File: src/rtl/m_divider.sv
// 32-bit restoring divider, signed/unsigned, one quotient bit per cycle.
module m_divider (
    input  logic        i_clk,
    input  logic        i_rst_n,
    input  logic        i_start,
    input  logic        i_signed,
    input  logic [31:0] i_dividend,
    input  logic [31:0] i_divisor,
    output logic        o_busy,
    output logic        o_done,
    output logic [31:0] o_quotient,
    output logic [31:0] o_remainder,
    output logic        o_div_by_zero
);

    localparam int unsigned W    = 32;
    localparam int unsigned CW   = 6;
    localparam int unsigned PW   = W + 1;
    localparam logic [CW-1:0] LAST = CW'(W - 1);

    typedef enum logic [1:0] {
        S_IDLE = 2'd0,
        S_RUN  = 2'd1,
        S_DONE = 2'd2
    } state_t;

    state_t          r_state;
    state_t          w_next;
    logic [CW-1:0]   r_cnt;
    logic [W-1:0]    r_quot;
    logic [W-1:0]    r_div;
    logic [PW-1:0]   r_rem;
    logic            r_neg_q;
    logic            r_neg_r;
    logic            r_busy;
    logic            r_done;
    logic [W-1:0]    r_q_out;
    logic [W-1:0]    r_r_out;
    logic            r_dbz;

    logic            w_start;
    logic            w_zero;
    logic            w_a_neg;
    logic            w_b_neg;
    logic [W-1:0]    w_a_mag;
    logic [W-1:0]    w_b_mag;
    logic [PW:0]     w_shift;
    logic [PW:0]     w_sub;
    logic            w_ge;
    logic [PW-1:0]   w_rem_nxt;
    logic [W-1:0]    w_q_nxt;
    logic [W-1:0]    w_rem_lo;
    logic [W-1:0]    w_q_fix;
    logic [W-1:0]    w_r_fix;

    // Operand capture: start accepted outside RUN, magnitudes for signed mode
    always_comb begin
        w_start = i_start && (r_state != S_RUN);
        w_zero  = (i_divisor == '0);
        w_a_neg = i_signed & i_dividend[W-1];
        w_b_neg = i_signed & i_divisor[W-1];
        w_a_mag = w_a_neg ? W'(~i_dividend + W'(1)) : i_dividend;
        w_b_mag = w_b_neg ? W'(~i_divisor  + W'(1)) : i_divisor;
    end

    // One restoring step: shift in next dividend bit, subtract if it fits
    always_comb begin
        w_shift   = {r_rem, r_quot[W-1]};
        w_ge      = (w_shift >= {2'b00, r_div});
        w_sub     = w_shift - {2'b00, r_div};
        w_rem_nxt = w_ge ? PW'(w_sub) : PW'(w_shift);
        w_q_nxt   = {r_quot[W-2:0], w_ge};
        w_rem_lo  = W'(w_rem_nxt);
        w_q_fix   = r_neg_q ? W'(~w_q_nxt  + W'(1)) : w_q_nxt;
        w_r_fix   = r_neg_r ? W'(~w_rem_lo + W'(1)) : w_rem_lo;
    end

    // FSM state register
    always_ff @(posedge i_clk or negedge i_rst_n) begin
        if (!i_rst_n) begin
            r_state <= S_IDLE;
        end else begin
            r_state <= w_next;
        end
    end

    // FSM next-state logic
    always_comb begin
        w_next = r_state;
        case (r_state)
            S_IDLE: begin
                if (i_start) w_next = w_zero ? S_DONE : S_RUN;
            end
            S_RUN: begin
                if (r_cnt == LAST) w_next = S_DONE;
            end
            S_DONE: begin
                if (i_start) w_next = w_zero ? S_DONE : S_RUN;
                else         w_next = S_IDLE;
            end
            default: w_next = S_IDLE;
        endcase
    end

    // Registered status flags track the state being entered
    always_ff @(posedge i_clk or negedge i_rst_n) begin
        if (!i_rst_n) begin
            r_busy <= 1'b0;
            r_done <= 1'b0;
        end else begin
            r_busy <= (w_next == S_RUN);
            r_done <= (w_next == S_DONE);
        end
    end

    // Datapath: capture, iterate, and load results on DONE entry
    always_ff @(posedge i_clk or negedge i_rst_n) begin
        if (!i_rst_n) begin
            r_cnt   <= '0;
            r_quot  <= '0;
            r_div   <= '0;
            r_rem   <= '0;
            r_neg_q <= 1'b0;
            r_neg_r <= 1'b0;
            r_q_out <= '0;
            r_r_out <= '0;
            r_dbz   <= 1'b0;
        end else if (w_start) begin
            r_cnt   <= '0;
            r_quot  <= w_a_mag;
            r_div   <= w_b_mag;
            r_rem   <= '0;
            r_neg_q <= w_a_neg ^ w_b_neg;
            r_neg_r <= w_a_neg;
            r_dbz   <= 1'b0;
            if (w_zero) begin
                r_q_out <= '1;
                r_r_out <= i_dividend;
                r_dbz   <= 1'b1;
            end
        end else if (r_state == S_RUN) begin
            r_cnt  <= r_cnt + CW'(1);
            r_quot <= w_q_nxt;
            r_rem  <= w_rem_nxt;
            if (r_cnt == LAST) begin
                r_q_out <= w_q_fix;
                r_r_out <= w_r_fix;
            end
        end
    end

    assign o_busy        = r_busy;
    assign o_done        = r_done;
    assign o_quotient    = r_q_out;
    assign o_remainder   = r_r_out;
    assign o_div_by_zero = r_dbz;

endmodule

File: config.mk
export PLATFORM = sky130hd
export DESIGN_NAME = m_divider
export DESIGN_NICKNAME = d
export VERILOG_FILES = /design/src/rtl/m_divider.sv
export SDC_FILE = /design/constraint.sdc
export NUM_CORES = 1
export LEC_CHECK = 0
export ABC_AREA = 1
export CORE_UTILIZATION = 30
export CTS_CLUSTER_SIZE = 40
export DETAILED_ROUTE_END_ITERATION = 6
export DONT_BUFFER_PORTS = 1
export GPL_TIMING_DRIVEN = 0
export PLACE_DENSITY = 0.5
export SLEW_MARGIN = 10
export SYNTH_ARGS = -nofsm -noshare
export SYNTH_HDL_FRONTEND = slang
export SYNTH_SLANG_ARGS = --single-unit
export TNS_END_PERCENT = 50
File: constraint.sdc
create_clock -name i_clk -period 8.6 [get_ports i_clk]
set_input_delay 0.86 -clock i_clk [delete_from_list [all_inputs] [get_ports i_clk]]
set_output_delay 0.86 -clock i_clk [all_outputs]
set_load 0.05 [all_outputs]
# Word level (Yosys, flattened, before mapping)
# Index checks and enable logic that the tools add are counted.
dict set report totals {
  reg_bits 174
  latch_bits 0
  mem_bits_rw 0
  mem_bits_ro 0
  input_bits 68
  out_inout_bits 67
  elab_cells 64
  n_memories 0
}
dict set report classes {
  n_addsub 6
  mul 0
  div_mod_pow 0
  order_cmp 1
  n_eq_ne 7
  shift 0
  muxes 25
  bitwise 7
  reduce_logical 6
}
# op n
set ops {}
lappend ops {{$mux W32} 14}
lappend ops {{$add A32 B1 Y32 const B} 4}
lappend ops {{$not A32 Y32} 4}
lappend ops {{$mux W33} 3}
lappend ops {{$ge A34 B32 Y1} 1}
lappend ops {{$sub A33 B32 Y33} 1}
lappend ops {{$logic_not A32 Y1} 1}
lappend ops {{$mux W6} 2}
lappend ops {{$mux W2} 4}
lappend ops {{$add A6 B1 Y6 const B} 1}
lappend ops {{$eq A6 B5 Y1 const B} 1}
lappend ops {{$pmux W2 S3} 1}
lappend ops {{$eq A2 B1 Y1 const B} 2}
lappend ops {{$eq A2 B2 Y1 const B} 2}
lappend ops {{$ne A2 B1 Y1 const B} 2}
lappend ops {{$reduce_bool A2 Y1} 2}
lappend ops {{$reduce_and A3 Y1} 1}
lappend ops {{$and A1 B1 Y1} 2}
lappend ops {{$logic_not A2 Y1} 1}
lappend ops {{$logic_and A1 B1 Y1} 1}
lappend ops {{$mux W1} 1}
lappend ops {{$xor A1 B1 Y1} 1}

# Logic depth before layout (Yosys ltp)
dict set report logic_depth {
  ltp_word 8
  mapped_depth 28
  depth_no_buf 26
}

# Worst setup path after synthesis
# No wires, ideal clock.
dict set report synth_timing {
  kind {reg2reg}
  start {register r_quot[31]}
  end {register r_q_out[30], in the netlist o_quotient[30]}
  setup_ns 0.124
  arrival_time_ns 3.792
  t_required_ns 8.476
  slack_ns 4.683
  stages_incl_launch_ff 27
  path_buffers 2
  period_less_slack_ns 3.917
  cell_sequence {dfrtp_1 > inv_1 > ha_1 > inv_1 > fa_1 > nand3_1 > nand3_2 > nand2_2 > nand2_2 > nand2_2 > nand2_4 > inv_2 > buf_6 > buf_6 > ha_1 > inv_1 > nor3_1 > nand3_1 > nor3_2 > nand3_1 > nor3_1 > nand3_1 > nor3_1 > nand3_1 > o21ai_0 > xor2_1 > a21oi_1}
}
dict set report synth_via {
  elab_chain_cells 7
}
# item line_no
set synth_rtl {}
lappend synth_rtl {{from (decl)} 30} ;# logic [W-1:0] r_quot;
lappend synth_rtl {{from (signal assigned)} 130} ;# r_quot <= w_a_mag;
lappend synth_rtl {{from (signal assigned)} 143} ;# r_quot <= w_q_nxt;
lappend synth_rtl {{$ge A34 B32 Y1} 69} ;# w_ge = (w_shift >= {2'b00, r_div});
lappend synth_rtl {{$not A32 Y32} 74} ;# w_q_fix = r_neg_q ? W'(~w_q_nxt + W'(1)) : w_q_nxt;
lappend synth_rtl {{$add A32 B1 Y32} 74}
lappend synth_rtl {{$mux W32} 74}
lappend synth_rtl {{$mux W32} 145} ;# if (r_cnt == LAST) begin
lappend synth_rtl {{$mux W32} 141} ;# end else if (r_state == S_RUN) begin
lappend synth_rtl {{$mux W32} 128} ;# end else if (w_start) begin
lappend synth_rtl {{to (signal assigned)} 146} ;# r_q_out <= w_q_fix;
lappend synth_rtl {{to (decl)} 37} ;# logic [W-1:0] r_q_out;
# No other way between the ends. The select of a mux whose other input is x is not followed.
# A chain may end at the register's enable or synchronous reset.

# Worst setup path after layout
# Same ends and word-level chain as after synthesis.

==> flow_metrics.py <==
metrics = {
    "worst_setup_path": {
        "cp_max_fo": 10,
        "worst-setup-path-type": "reg -> reg",
        "start_kind": "flip-flop",
        "r2r-start": "r_quot[31]",
        "end_kind": "flip-flop",
        "cp-startpoint": "r_quot[31]",
        "arrival_ps": 5710,
        "regToRegSetupSlack_ps": 3250,
        "crit_required_ps": 8960,
    },
    "clock_tree": {
        "postCtsSetupBuffers": 0,
        "cts_tree": "built",
        "cts.sinks": 174,
        "holdBufCountCts": 0,
        "ctsResizeCount": 0,
        "cts_buffers": 17,
        "htreeDepth": 4,
        "clk_pin_slew_ps": 80,
        "clock_latency_ps": 480,
        "root_buffer": "clkbuf_16",
        "clock_path_buffers": 2,
    },
    "yosys": {
        "synth.most_common_cell": "nand2_1",
        "yosysSeqAreaShare_pct": 32.50,
        "synth_warnings": 0,
        "synth_edf_count": 0,
        "ys_top_cells_by_area": "dfrtp_1 33%, nand2_1 17%, inv_1 7.6%, nand3_1 5.7%, nor2_1 5.6%",
        "synthCells": 2044,
        "synth_nets": 2150,
        "yosysTopAreaCell": "dfrtp_1",
        "avgSynthCellArea_um2": 6.554,
        "ys_ff_latch": 174,
        "synth_flop_cell": "dfrtp_1",
        "yosys-top-cells-count": "589 x nand2_1, 272 x inv_1, 200 x nor2_1",
        "netlist_area_mm2": 0.01340,
        "synth.top_cell.area_share_pct": 32.50,
        "synthArstFlopShare_pct": 100.0,
        "synthDistinctLibCells": 58,
    },
    "cells_and_area": {
        "drive_above_1_share_pct": 5.973,
        "regArea_mm2": 0.004354,
        "num_antenna_cells": 0,
        "fin_nets": 2169,
        "multi_input_comb_area_mm2": 0.007601,
        "fill_cells": 4975,
        "syn_to_final_growth_pct": 9.872,
    },
    "placed_design": {
        "port_buffers": 0,
        "dp_hpwl_um": 42870,
        "place_congestion": 0.9365,
    },
    "routing": {
        "viasPerCell": 5.124,
        "vias": 13670,
        "firstDrtPassIters": 6,
        "routed_wl_um": 53320,
        "drt-initial-drc-count": 1134,
        "ant_nets": 0,
        "drc_errors": 0,
        "wire_per_inst_um": 19.98,
    },
    "die": {
        "coreArea_mm2": 0.04412,
        "dieArea_mm2": 0.04551,
        "initial_core_util_pct": 30.36,
        "rows": 77,
        "die_w_um": 213.3,
        "io_pins": 135,
        "fp.dieH_um": 213.3,
    },
    "timing": {
        "period_share_pct": 62.20,
        "hold_viol": 0,
        "rsz0062_at_grt": "no",
        "tightestPinTransition_ps": 1023,
        "relSlewSlack_pct": 31.80,
        "finalSetupTns_ps": 0,
        "drv_slew": 0,
        "setup_viol": 0,
        "fmax_mhz": 187.0,
        "fin_crit_ps": 5349,
        "skew_ps": 18.97,
    },
    "run_status": {
        "status": "finished clean",
    },
    "global_routing": {
        "grt_usage_pct": 24.00,
        "grt_antenna_before_repair": 0,
        "first_global_vias": 13130,
        "overflow": 0,
        "grt_pass1_wl_um": 80820,
        "grt_max_degree": 175,
    },
    "run": {
        "max_cap_viol_count": 0,
    },
    "hold_path": {
        "hold_path.class": "in -> async",
    },
}
[placed cells by master (no fill, tap or decap), types with 5 or more instances in the layout]
master / count
ha_1: 37
o22ai_1: 18
nand2_1: 589
inv_2: 9
nor2_4: 7
nand3_2: 10
nor3_1: 44
or2_2: 9
nand3_1: 152
nor3_2: 6
nor4_1: 8
nand4_1: 23
nor2_2: 9
o221ai_1: 5
a211oi_1: 5
buf_6: 8
o211ai_1: 5
xor2_1: 50
inv_1: 272
nand2_2: 18
a21oi_1: 89
o21ai_0: 125
o21bai_1: 7
clkbuf_1: 54
dfrtp_1: 174
o21ai_1: 12
a31oi_1: 20
xnor2_1: 14
clkbuf_16: 17
nor2_1: 200
buf_2: 8
inv_8: 6
[area by class of cell]
| class | instances | area share (%) |
|---|---|---|
| plain buffers | 75 | 2.576 |
| clock buffers | 20 | 3.171 |
| clock inverters | 12 | 0.7820 |
| inverters | 283 | 7.217 |
| multi-input cells | 1512 | 51.64 |
| flip-flops and latches | 174 | 29.58 |
| well taps | 592 | 5.032 |
[per-layer routing]
metal	GRT usage [%]	vias to the layer above	share of wire, %
li1	-	6646	-
met1	33.82	6514	47
met2	38.22	454	45
met3	3.912	57	6.5
met4	5.468	0	1.5
met5	0	-	0
[critical path, stage by stage, from the launching register on]
cell and delay [ps]:
dfrtp_1 360, inv_1 230, ha_1 200, inv_1 110
fa_1 460, nand3_1 130, nand3_2 130, nand2_2 100
nand2_2 60, nand2_2 110, nand2_4 100, inv_2 110
buf_6 170, buf_6 200, ha_1 180, inv_1 50
nor3_1 240, nand3_1 190, nor3_2 250, nand3_1 160
nor3_1 490, nand3_1 210, nor3_1 380, nand3_1 120
o21ai_0 230, xor2_1 180, a21oi_1 80
[stage by stage]
| step | util [%] | instance area (um2) | setup WS, ps | hold slack, ps | std cells |
|---|---|---|---|---|---|
| after floorplan | - | 13400 | 4683 | 453.0 | 2044 |
| after detailed placement | 32.04 | 14140 | 3281 | 475.3 | 2636 |
| after global placement | 32.04 | 14140 | 3296 | 469.6 | 2636 |
| final | 33.36 | 14720 | 3251 | 74.91 | 2668 |
| after global routing | 33.36 | 14720 | 2641 | 63.48 | 2668 |
| after CTS | 33.36 | 14720 | 3256 | 52.16 | 2668 |
[cell families after synthesis]
family                   synth area share, %
AO/OA/AOI/OAI                          13.76
XOR/XNOR                               4.184
adder cells (fa/ha/maj)                3.605
buffers and inverters                  10.76
flip-flops                             32.50
multiplexers                         0.07472
AND/OR/NAND/NOR                        35.12
[final timing paths]
| kind | to | depth (start not counted) |
|---|---|---|
| max | o_quotient[30] | 26 |
| max in group asynchronous | r_div[26] | 0 |
| min in group i_clk | r_div[30] | 2 |
| min reg2reg | r_div[30] | 2 |
| min | o_quotient[7] | 0 |
| max reg2reg | o_quotient[30] | 26 |
[sequential cells by signal, indices dropped and copies added, names as in the netlist]
signal and count:
r_rem 33, o_quotient 32, r_div 32, r_state 2, o_busy 1, r_neg_r 1
r_quot 32, o_remainder 32, o_done 1, o_div_by_zero 1, r_neg_q 1, r_cnt 6
Power is not shown: default switching activity piles up to over one toggle a cycle in this logic, so the estimate is an artifact.
